**config.mk**
```make
export PLATFORM = sky130hd
export DESIGN_NAME = eth_phy_10g_tx_gearbox
export DESIGN_NICKNAME = d
export VERILOG_FILES = /design/src/rtl/eth_phy_10g_tx_gearbox.sv
export SDC_FILE = /design/constraint.sdc
export NUM_CORES = 1
export LEC_CHECK = 0
export CORE_MARGIN = 1
export CORE_UTILIZATION = 35
export CTS_BUF_LIST = sky130_fd_sc_hd__clkbuf_4 sky130_fd_sc_hd__clkbuf_8 sky130_fd_sc_hd__clkbuf_16
export DETAILED_ROUTE_END_ITERATION = 7
export SYNTH_ARGS = -nofsm -noshare
export SYNTH_HDL_FRONTEND = slang
export SYNTH_SLANG_ARGS = --single-unit
```
**constraint.sdc**
```tcl
create_clock -name clk_i -period 4.4 [get_ports clk_i]
set_input_delay 0.66 -clock clk_i [delete_from_list [all_inputs] [get_ports clk_i]]
set_output_delay 0.66 -clock clk_i [all_outputs]
set_load 0.01 [all_outputs]
```
**src/rtl/eth_phy_10g_tx_gearbox.sv**
```systemverilog
// rtl/eth_phy_10g_tx_gearbox.sv - 66:64 TX gearbox, 32 blocks packed into 33 SERDES words
module eth_phy_10g_tx_gearbox #(
  parameter int DATA_WIDTH = 64,
  parameter int HDR_WIDTH  = 2,
  parameter bit CHECK_HDR  = 1'b1
) (
  input  logic                  clk_i,
  input  logic                  rst_i,
  input  logic [DATA_WIDTH-1:0] in_data_i,
  input  logic [HDR_WIDTH-1:0]  in_hdr_i,
  output logic                  in_ready_o,
  output logic [DATA_WIDTH-1:0] out_data_o,
  output logic [5:0]            out_seq_o,
  output logic                  out_sync_o,
  output logic                  bad_hdr_o
);

  localparam logic [5:0] LAST_SEQ = 6'd32;

  generate
    if (DATA_WIDTH != 64 || HDR_WIDTH != 2) begin : g_bad_param
      $error("eth_phy_10g_tx_gearbox supports only DATA_WIDTH=64 and HDR_WIDTH=2");
    end
  endgenerate

  logic [5:0]   seq_q, seq_d;
  logic [63:0]  res_q, res_d;
  logic [63:0]  out_data_q, out_data_d;
  logic [5:0]   out_seq_q, out_seq_d;
  logic         out_sync_q, out_sync_d;
  logic         bad_hdr_q, bad_hdr_d;

  logic [6:0]   shift;
  logic [65:0]  blk;
  logic [63:0]  res_mask;
  logic [127:0] cat;
  logic         hdr_bad;

  // Residual holds 2*seq valid bits; the new block lands directly above them.
  always_comb begin
    shift    = {seq_q, 1'b0};
    blk      = {in_data_i, in_hdr_i};
    res_mask = (64'd1 << shift) - 64'd1;
    cat      = {64'd0, res_q & res_mask} | ({62'd0, blk} << shift);
    hdr_bad  = CHECK_HDR && (in_hdr_i == 2'b00 || in_hdr_i == 2'b11);

    seq_d      = seq_q;
    res_d      = res_q;
    out_data_d = out_data_q;
    out_seq_d  = seq_q;
    out_sync_d = 1'b0;
    bad_hdr_d  = 1'b0;

    if (seq_q == LAST_SEQ) begin
      // Pause cycle: flush the full 64-bit residual, no block accepted.
      out_data_d = res_q;
      res_d      = 64'd0;
      seq_d      = 6'd0;
    end else begin
      out_data_d = cat[63:0];
      res_d      = cat[127:64];
      seq_d      = seq_q + 6'd1;
      out_sync_d = (seq_q == 6'd0);
      bad_hdr_d  = hdr_bad;
    end
  end

  always_ff @(posedge clk_i) begin
    if (rst_i) begin
      seq_q      <= 6'd0;
      res_q      <= 64'd0;
      out_data_q <= 64'd0;
      out_seq_q  <= 6'd0;
      out_sync_q <= 1'b0;
      bad_hdr_q  <= 1'b0;
    end else begin
      seq_q      <= seq_d;
      res_q      <= res_d;
      out_data_q <= out_data_d;
      out_seq_q  <= out_seq_d;
      out_sync_q <= out_sync_d;
      bad_hdr_q  <= bad_hdr_d;
    end
  end

  assign in_ready_o = (seq_q != LAST_SEQ) && !rst_i;
  assign out_data_o = out_data_q;
  assign out_seq_o  = out_seq_q;
  assign out_sync_o = out_sync_q;
  assign bad_hdr_o  = CHECK_HDR ? bad_hdr_q : 1'b0;

endmodule

```
Word level (Yosys, flattened, before mapping). Index checks and enable logic that the tools add are counted.

Word-level logic and storage cells: 22. Input port bits: 68. Output and inout bits: 73. Flip-flop bits (word level): 142.

Bitwise gates (word level): 2. Reductions and logical operators: 6. Equal/unequal tests: 3. $add $sub $neg: 2. Shifts and indexed selects: 2. Multiplexer cells: 1.

Operators with widths (number): OR 64 x 128 -> 128 bit (1); << shifter 66 x 7 -> 128 bit (1); AND 64 bit (1); 2-to-1 mux 64 bit (1); << shifter 1 x 7 -> 64 bit, first input constant (1); subtractor 64 x 1 -> 64 bit, second input constant (1); adder 6 x 1 -> 6 bit, second input constant (1); equality test 6 bit, second input constant (1); logical NOT 6 bit (1); inequality test 6 bit, second input constant (1); equality test 2 bit, second input constant (1); logical NOT 2 bit (1); OR reduction 2 bit (1); logical AND 1 bit (1); logical NOT 1 bit (1); logical OR 1 bit (1).

Depth between registers and ports, before layout. Gate-level depths: netlist (run 1).

Word-level depth: 5. Depth in mapped cells: 14. Gate-level depth less buffers: 10.

Worst setup path after synthesis (run 1). OpenSTA, ideal clock, no wires.

Path kind: register to register. Start point: register seq_q[2], in the netlist out_seq_d[2]. End point: register out_data_q[40], in the netlist out_data_o[40]. Data required time: 4.283 ns. Setup time: 0.117 ns. Clock period less this slack: 3.356 ns. Stages on the path, launching flop included: 14. Data arrival time: 3.238 ns. Slack: 1.044 ns. Buffers on the path: 5. Cell sequence: dfxtp_1 -> buf_2 -> buf_2 -> clkinv_1 -> clkbuf_1 -> clkbuf_1 -> ha_1 -> buf_2 -> nor2b_1 -> a221oi_2 -> o2111ai_1 -> nor2_1 -> mux2_2 -> a32o_1.

Cells in the longest elaborated chain, start to end: 5. Elaborated cells on any way between the ends: 7. Classes of those cells: add/sub (1); eq/ne (1); shift (2); mux (1); bitwise (2).

Ends and longest elaborated chain: from (decl) (RTL line 26) `logic [5:0] seq_q, seq_d;`; from (signal assigned) (RTL line 77) `seq_q <= seq_d;`; << shifter 1 x 7 -> 64 bit (RTL line 43) `res_mask = (64'd1 << shift) - 64'd1;`; subtractor 64 x 1 -> 64 bit (RTL line 43); AND 64 bit (RTL line 44) `cat = {64'd0, res_q & res_mask} | ({62'd0, blk} << shift);`; OR 64 x 128 -> 128 bit (RTL line 44); 2-to-1 mux 64 bit * (RTL line 54) `if (seq_q == LAST_SEQ) begin`; to (signal assigned) (RTL line 79) `out_data_q <= out_data_d;`; to (decl) (RTL line 28) `logic [63:0] out_data_q, out_data_d;`.

Every way passes the cells marked *; elsewhere a longest branch is shown, timed or not. A chain may end at the register's enable or synchronous reset.

Worst setup path after layout (run 1).
Start point: register seq_q[3], in the netlist out_seq_d[3]. End point: register out_data_q[58], in the netlist out_data_o[58].

Same word-level chain as after synthesis.

==> results of run 1 <==
==> area by class of cell <==
class	instances	area, um2
clock buffers	20	471.7
well taps	378	473.0
multi-input cells	885	6495
flip-flops and latches	142	2854
clock inverters	11	153.9
repair buffers	185	1747
inverters	15	56.30
fillers	2760	15450
==> metrics by stage <==
step / util [%] / std cells / worst slack [ns] / power (W)
finish: 44.22 / 1636 / 0.9162 / 0.004349
global placement: 41.96 / 1605 / 1.065 / 0.002755
floorplan: - / 1146 / 1.044 / 0.002192
CTS: 44.22 / 1636 / 1.042 / 0.004307
detailed placement: 41.96 / 1605 / 1.061 / 0.002758
global route: 44.22 / 1636 / 0.8662 / 0.004471
==> state kept, by name, indices dropped and copies added, names as in the netlist <==
name,count
out_seq_o,6
out_seq_d,6
out_sync_o,1
out_data_o,64
res_q,64
bad_hdr_o,1
==> worst reg2reg max path, cell delays in order, from the launching register on <==
cell,delay (ns)
dfxtp_2,0.67
buf_4,0.41
clkinv_1,0.36
buf_4,0.35
nor2_1,0.64
o21ai_0,0.24
and4_1,0.29
xnor2_1,0.14
a32o_1,0.26
==> path summary, 6_finish.rpt <==
kind         cells after the start                        end  slack [ns]               startpoint
max                              8  out_data_o[58]$_SDFF_PP0_        0.92  out_seq_d[3]$_SDFF_PN0_
min                              2  out_data_o[61]$_SDFF_PP0_        0.45     res_q[61]$_SDFF_PN0_
max reg2reg                      8  out_data_o[58]$_SDFF_PP0_        0.92  out_seq_d[3]$_SDFF_PN0_
min reg2reg                      2  out_data_o[61]$_SDFF_PP0_        0.45     res_q[61]$_SDFF_PN0_
==> cell usage in the layout (no fill, tap or decap), drive strengths merged, types with 35 or more instances in the layout <==
cell type      netlist  final
mux2                35     35
clkdlybuf4s50        0    139
mux2i               58     58
nor2                99     99
nand2              169    169
a21oi               57     57
mux4                56     56
buf                 42     46
o21ai               89     89
dfxtp              142    142
==> metal layers <==
metal | track usage (%) | vias up | part of all wire (%)
met1 | 41.09 | 4997 | 41
li1 | - | 4468 | -
met2 | 43.03 | 809 | 43
met5 | 0 | - | 0
met3 | 5.807 | 141 | 11
met4 | 16.49 | 0 | 5.5
==> kinds of logic after synthesis <==
| family | count (synthesis) | share of synthesized area [%] |
|---|---|---|
| AO/OA/AOI/OAI | 331 | 22.85 |
| XOR/XNOR | 21 | 1.869 |
| adder cells (fa/ha/maj) | 7 | 0.8899 |
| buffers and inverters | 119 | 5.187 |
| flip-flops | 142 | 28.88 |
| multiplexers | 149 | 22.72 |
| AND/OR/NAND/NOR | 377 | 17.61 |
==> power by group through the flow <==
stage	Sequential (W)	Clock [W]	Combinational, W
finish	0.00140	0.00157	0.00138
global route	0.00141	0.00163	0.00143
CTS	0.00140	0.00157	0.00133
detailed placement	0.00143	0	0.00133
global placement	0.00143	0	0.00132
floorplan	0.00145	0	0.000738
==> reports/qor.csv, run 1 <==
stage;metric;value;unit
grt;vias in the first global route;9561;
timing;final setup fails;0;
power_and_ir_drop;Pwr Density;355.0;nW/um2
detailed_routing;Routed Antenna Nets;0;
power_and_ir_drop;Gate power share;31.7;%
timing;unrepaired setup endpoints after global routing;false;
finish;P&R area growth vs syn;24.47;%
timing;Worst Max-Slew Pin Slew;1.181;ns
detailed_routing;DRC;0;
synth;Seq/Total Area, Yosys;28.88;%
grt;total grt overflow;0;
worst_setup_path;Crit path top cell by count;buf_4;
power_and_ir_drop;internal power;0.002884;W
worst_setup_path;ordered cell list for the critical path;buf_4 -> clkinv_1 -> buf_4 -> nor2_1 -> o21ai_0 -> and4_1 -> xnor2_1 -> a32o_1;
worst_setup_path;CP max stage cell;dfxtp_2;
timing;Final period util;79.18;%
timing;Worst slew margin;21.24;%
synth;Mapped Cells;1146;
power_and_ir_drop;P_sw;0.001465;W
synth;Syn. warnings;0;
place;I/O Buffers;140;
clock_network;number of gates resized after CTS;0;
worst_setup_path;Crit. End Element;flip-flop;
power_and_ir_drop;VDD IR max;268.1;uV
worst_setup_path;slowest stage delay, CP;0.67;ns
detailed_routing;Via-to-Cell Ratio;6.366;
synth;cell taking the most area after synthesis;dfxtp_1;
finish;design area;12250;um2
clock_network;H-tree levels;4;
timing;final hold violation count;0;
synth;prevailing post-synth register cell;dfxtp_1;
synth;EDFF count, synth;0;
detailed_routing;Avg WL per Cell;26.21;um
place;Placer Congestion;1.031;
floorplanning;Initial Util;35.52;%
detailed_routing;DRT Wirelength;42890;um
synth;top-count cell post-synth;nand2_1;
synth;Commonest cells post-synth;169 x nand2_1, 142 x dfxtp_1, 98 x nor2_1;
power_and_ir_drop;Leak Pwr;4.618;nW
grt;first-pass GRT wire length;63180;um
grt;GRT Resource Usage Total;29.70;%
hold_path;type of the most critical hold path;flip-flop to flip-flop;
grt;initial antenna violation count;0;
clock_network;clock latency on the worst-skew pair;0.45;ns
finish;Layout Nets;1321;
finish;n_diodes;0;
floorplanning;Die W;169.7;um
synth;FF+latch count, synth;142;
timing;maximum clock rate;287.0;MHz
place;DPL Wire Length;32530;um
synth;ys async rst share;0;%
synth;Yosys top cell area share;28.88;%
place;instance area after placement;11620;um2
synth;Synth Cell Area;9842;um2
detailed_routing;via count;10415;
clock_network;CTS Buf Count;17;
floorplanning;Die Area;28790;um2
clock_network;Hold-fix buffers, CTS;0;
worst_setup_path;CP arrival;3.81;ns
worst_setup_path;Worst setup SP type;flip-flop;
run_status;outcome;completed;
clock_network;TritonCTS Sinks;142;
worst_setup_path;family with the most delay on the worst path;buffers and inverters;
worst_setup_path;Required @ worst endpoint;4.72;ns
worst_setup_path;worst-path maximum fanout;23;
worst_setup_path;WS Path Type;flip-flop to flip-flop;
floorplanning;Die H;169.7;um
synth;Syn Nets;1221;
floorplanning;num rows;61;
floorplanning;CORE AREA;27710;um2
synth;Synth area leaders;dfxtp_1 29%, mux4_2 13%, nand2_1 6.4%, mux2i_1 5.9%, o21ai_0 4.5%;
synth;Synth cell types;74;
clock_network;TritonCTS clock tree;done;
detailed_routing;Pre-Repair DR Iteration Count;6;
clock_network;clk buf depth;2;
detailed_routing;Initial DRC Count;1648;
timing;Tmin final;3.484;ns
power_and_ir_drop;Sw Share;33.69;%
grt;pin count of the biggest net entering global routing;75;
job;Max Cap Viol;0;
floorplanning;Top Ports;141;
synth;Avg Cell Area, Syn;8.588;um2
timing;fin. max-slew vios;0;
clock_network;post-CTS setup buffer count;0;
timing;final setup TNS;0;ns
clock_network;Clock Tree Root;clkbuf_16;
timing;WHS;0.4533;ns
power_and_ir_drop;clock share of power;36.1;%
power_and_ir_drop;Seq pwr share;32.2;%
finish;layout cell share with drive strength beyond 1;16.45;%
clock_network;Reg clk slew, reported paths;0.08;ns
timing;Final Skew;0.02211;ns
worst_setup_path;Worst Path Buf+Inv;3;
Power figures use the tool's default switching activity.
==> run 2: changes to the inputs <==
==> constraint.sdc (replaced) <==
create_clock -name clk_i -period 3 [get_ports clk_i]
set_input_delay 0.45 -clock clk_i [delete_from_list [all_inputs] [get_ports clk_i]]
set_output_delay 0.45 -clock clk_i [all_outputs]
set_load 0.01 [all_outputs]
==> run 2 against run 1 <==
  * Die area did not move
  * Critical path depth rose by 2
  * Via count rose by 1.9%
  * Register-to-register slack got worse by 0.80 ns
  * Sequential share of layout area fell by 1.1 points
  * First-iteration DRC count fell by 4.0%
  * Final area rose by 5.1%
  * Highest routed layer unchanged
  * Utilization rose by 2.3 points
  * Sequential cell count did not move
==> reports/qor.csv, run 2 (synthesized netlist as in run 1, its figures left out) <==
stage;metric;value;unit;change
run_status;outcome;completed;;
place;I/O Buffers;140;;unchanged
grt;first-pass GRT wire length;65520;um;+3.7%
grt;GRT Resource Usage Total;31.09;%;+1.4 points
place;Placer Congestion;0.9837;;-4.6%
power_and_ir_drop;Sw Share;33.17;%;-0.52 points
detailed_routing;Routed Antenna Nets;0;;unchanged
clock_network;Clock Tree Root;clkbuf_16;;
power_and_ir_drop;Gate power share;33.7;%;+2.0 points
floorplanning;Die H;169.7;um;unchanged
grt;pin count of the biggest net entering global routing;98;;+31%
floorplanning;CORE AREA;27710;um2;unchanged
worst_setup_path;origin of the worst setup path;out_seq_d[0]$_SDFF_PN0_;;
detailed_routing;Initial DRC Count;1582;;-4.0%
finish;n_diodes;0;;unchanged
power_and_ir_drop;Tot Pwr;0.006489;W;+49%
grt;vias in the first global route;9853;;+3.1%
job;Max Cap Viol;0;;unchanged
power_and_ir_drop;internal power;0.004337;W;+50%
finish;most frequent cells in the layout;169 x nand2_1, 139 x clkdlybuf4s50_1, 137 x dfxtp_1, 117 x buf_4, 97 x nor2_1;;
finish;area of the multi-input gates;6505;um2;+0.15%
worst_setup_path;Required @ worst endpoint;3.32;ns;-1.40 ns
detailed_routing;DRC;0;;unchanged
worst_setup_path;worst-path maximum fanout;8;;-65%
timing;WHS;0.3344;ns;-0.1189 ns
power_and_ir_drop;Seq pwr share;31.4;%;-0.8 points
timing;final setup TNS;0;ns;unchanged
worst_setup_path;RR Startpoint;out_seq_d[0]$_SDFF_PN0_;;
timing;Final Skew;0.02242;ns;+0.0003077 ns
detailed_routing;DRT Wirelength;44500;um;+3.8%
worst_setup_path;Crit path top cell by count;buf_4;;
power_and_ir_drop;Pwr Density;504.0;nW/um2;+42%
clock_network;TritonCTS clock tree;done;;
timing;Tmin final;2.880;ns;-0.6037 ns
detailed_routing;Pre-Repair DR Iteration Count;7;;+1
finish;P&R area growth vs syn;30.82;%;
floorplanning;num rows;61;;unchanged
timing;fin. max-slew vios;0;;unchanged
floorplanning;Die Area;28790;um2;unchanged
floorplanning;Top Ports;141;;unchanged
worst_setup_path;family with the most delay on the worst path;simple AND/OR/NAND/NOR gates;;
worst_setup_path;ordered cell list for the critical path;inv_1 -> buf_4 -> ha_2 -> or3_1 -> buf_4 -> a221oi_4 -> nand3_1 -> or2_2 -> and3_1 -> o32ai_1;;
power_and_ir_drop;VDD IR max;417.2;uV;+56%
finish;layout cell share with drive strength beyond 1;21.65;%;+5.2 points
worst_setup_path;slowest stage delay, CP;0.42;ns;-0.25 ns
power_and_ir_drop;P_sw;0.002152;W;+47%
clock_network;TritonCTS Sinks;142;;unchanged
floorplanning;Die W;169.7;um;unchanged
worst_setup_path;CP arrival;3.20;ns;-0.61 ns
worst_setup_path;WS Path Type;flip-flop to flip-flop;;
timing;final hold violation count;0;;unchanged
worst_setup_path;Crit. End Element;flip-flop;;
clock_network;clk buf depth;2;;unchanged
power_and_ir_drop;Leak Pwr;5.002;nW;+8.3%
timing;Worst slew margin;27.76;%;+6.5 points
timing;final setup fails;0;;unchanged
detailed_routing;Avg WL per Cell;25.98;um;-0.89%
detailed_routing;Via-to-Cell Ratio;6.198;;-2.6%
power_and_ir_drop;clock share of power;34.9;%;-1.2 points
timing;maximum clock rate;347.2;MHz;+21%
grt;total grt overflow;0;;unchanged
detailed_routing;via count;10618;;+1.9%
finish;Final Core Density;46.47;%;+2.3 points
worst_setup_path;Worst setup SP type;flip-flop;;
worst_setup_path;Worst Path Buf+Inv;3;;unchanged
floorplanning;Initial Util;35.52;%;unchanged
timing;Worst Max-Slew Pin Slew;1.080;ns;-0.1011 ns
hold_path;type of the most critical hold path;input pin to flip-flop;;
hold_path;hold path startpoint;rst_i;;
clock_network;H-tree levels;4;;unchanged
finish;Storage cell area;2854;um2;unchanged
finish;FILL cells;2741;;-0.69%
clock_network;clock latency on the worst-skew pair;0.44;ns;about the same
place;DPL Wire Length;34720;um;+6.8%
clock_network;post-CTS setup buffer count;0;;unchanged
timing;Final period util;96.00;%;+17 points
worst_setup_path;CP max stage cell;or3_1;;
clock_network;Reg clk slew, reported paths;0.07;ns;about the same
finish;most common cell after layout, fill and taps aside;nand2_1;;
finish;Layout Nets;1398;;+5.8%
grt;initial antenna violation count;0;;unchanged
clock_network;CTS Buf Count;17;;unchanged
run 2: final timing paths:
path / to / slack (ns) / cells past startpoint
setup / recovery: out_data_o[48]$_SDFF_PP0_ / 0.12 / 10
hold / removal: out_seq_o[5]$_SDFF_PP0_ / 0.33 / 2
hold reg to reg: out_data_o[53]$_SDFF_PP0_ / 0.46 / 2
setup reg to reg: out_data_o[48]$_SDFF_PP0_ / 0.12 / 10
run 2: metrics by stage:
stage / cells / area [um2] / setup WS (ns)
after CTS: 1713 / 12860 / 0.01684
after detailed placement: 1682 / 12240 / 0.09279
after global routing: 1713 / 12870 / -0.01689
after floorplan: 1146 / 9871 / 0.01980
after global placement: 1682 / 12240 / 0.07386
final: 1713 / 12870 / 0.1199
run 2: layer usage:
metal,vias to the layer above,track usage (%),part of all wire [%]
met5,-,0,0
met4,0,14.57,4.5
met3,106,5.480,11
met2,793,45.94,43
met1,5078,43.68,42
li1,4641,-,-
run 2: area by class of cell:
cell class,instances,area share [%]
Multi-Input combinational cell,885,50.52
Sequential cell,142,22.17
Timing Repair Buffer,262,18.38
Tap cell,378,3.673
Clock buffer,20,3.615
Clock inverter,11,1.195
Inverter,15,0.4470
run 2: what timing repair did:
action | CTS | global route
hold buffers | 0 | 0
endpoints found under the setup margin | 0 | 6
gates resized for setup | 0 | 6
run 2: power groups by stage:
stage                     logic (W)  registers [W]  clock network (W)
after floorplan             0.00109        0.00213                  0
after detailed placement    0.00211        0.00208                  0
final                       0.00218        0.00204            0.00226
after CTS                   0.00212        0.00204            0.00229
after global routing        0.00229        0.00205            0.00237
after global placement      0.00212        0.00208                  0
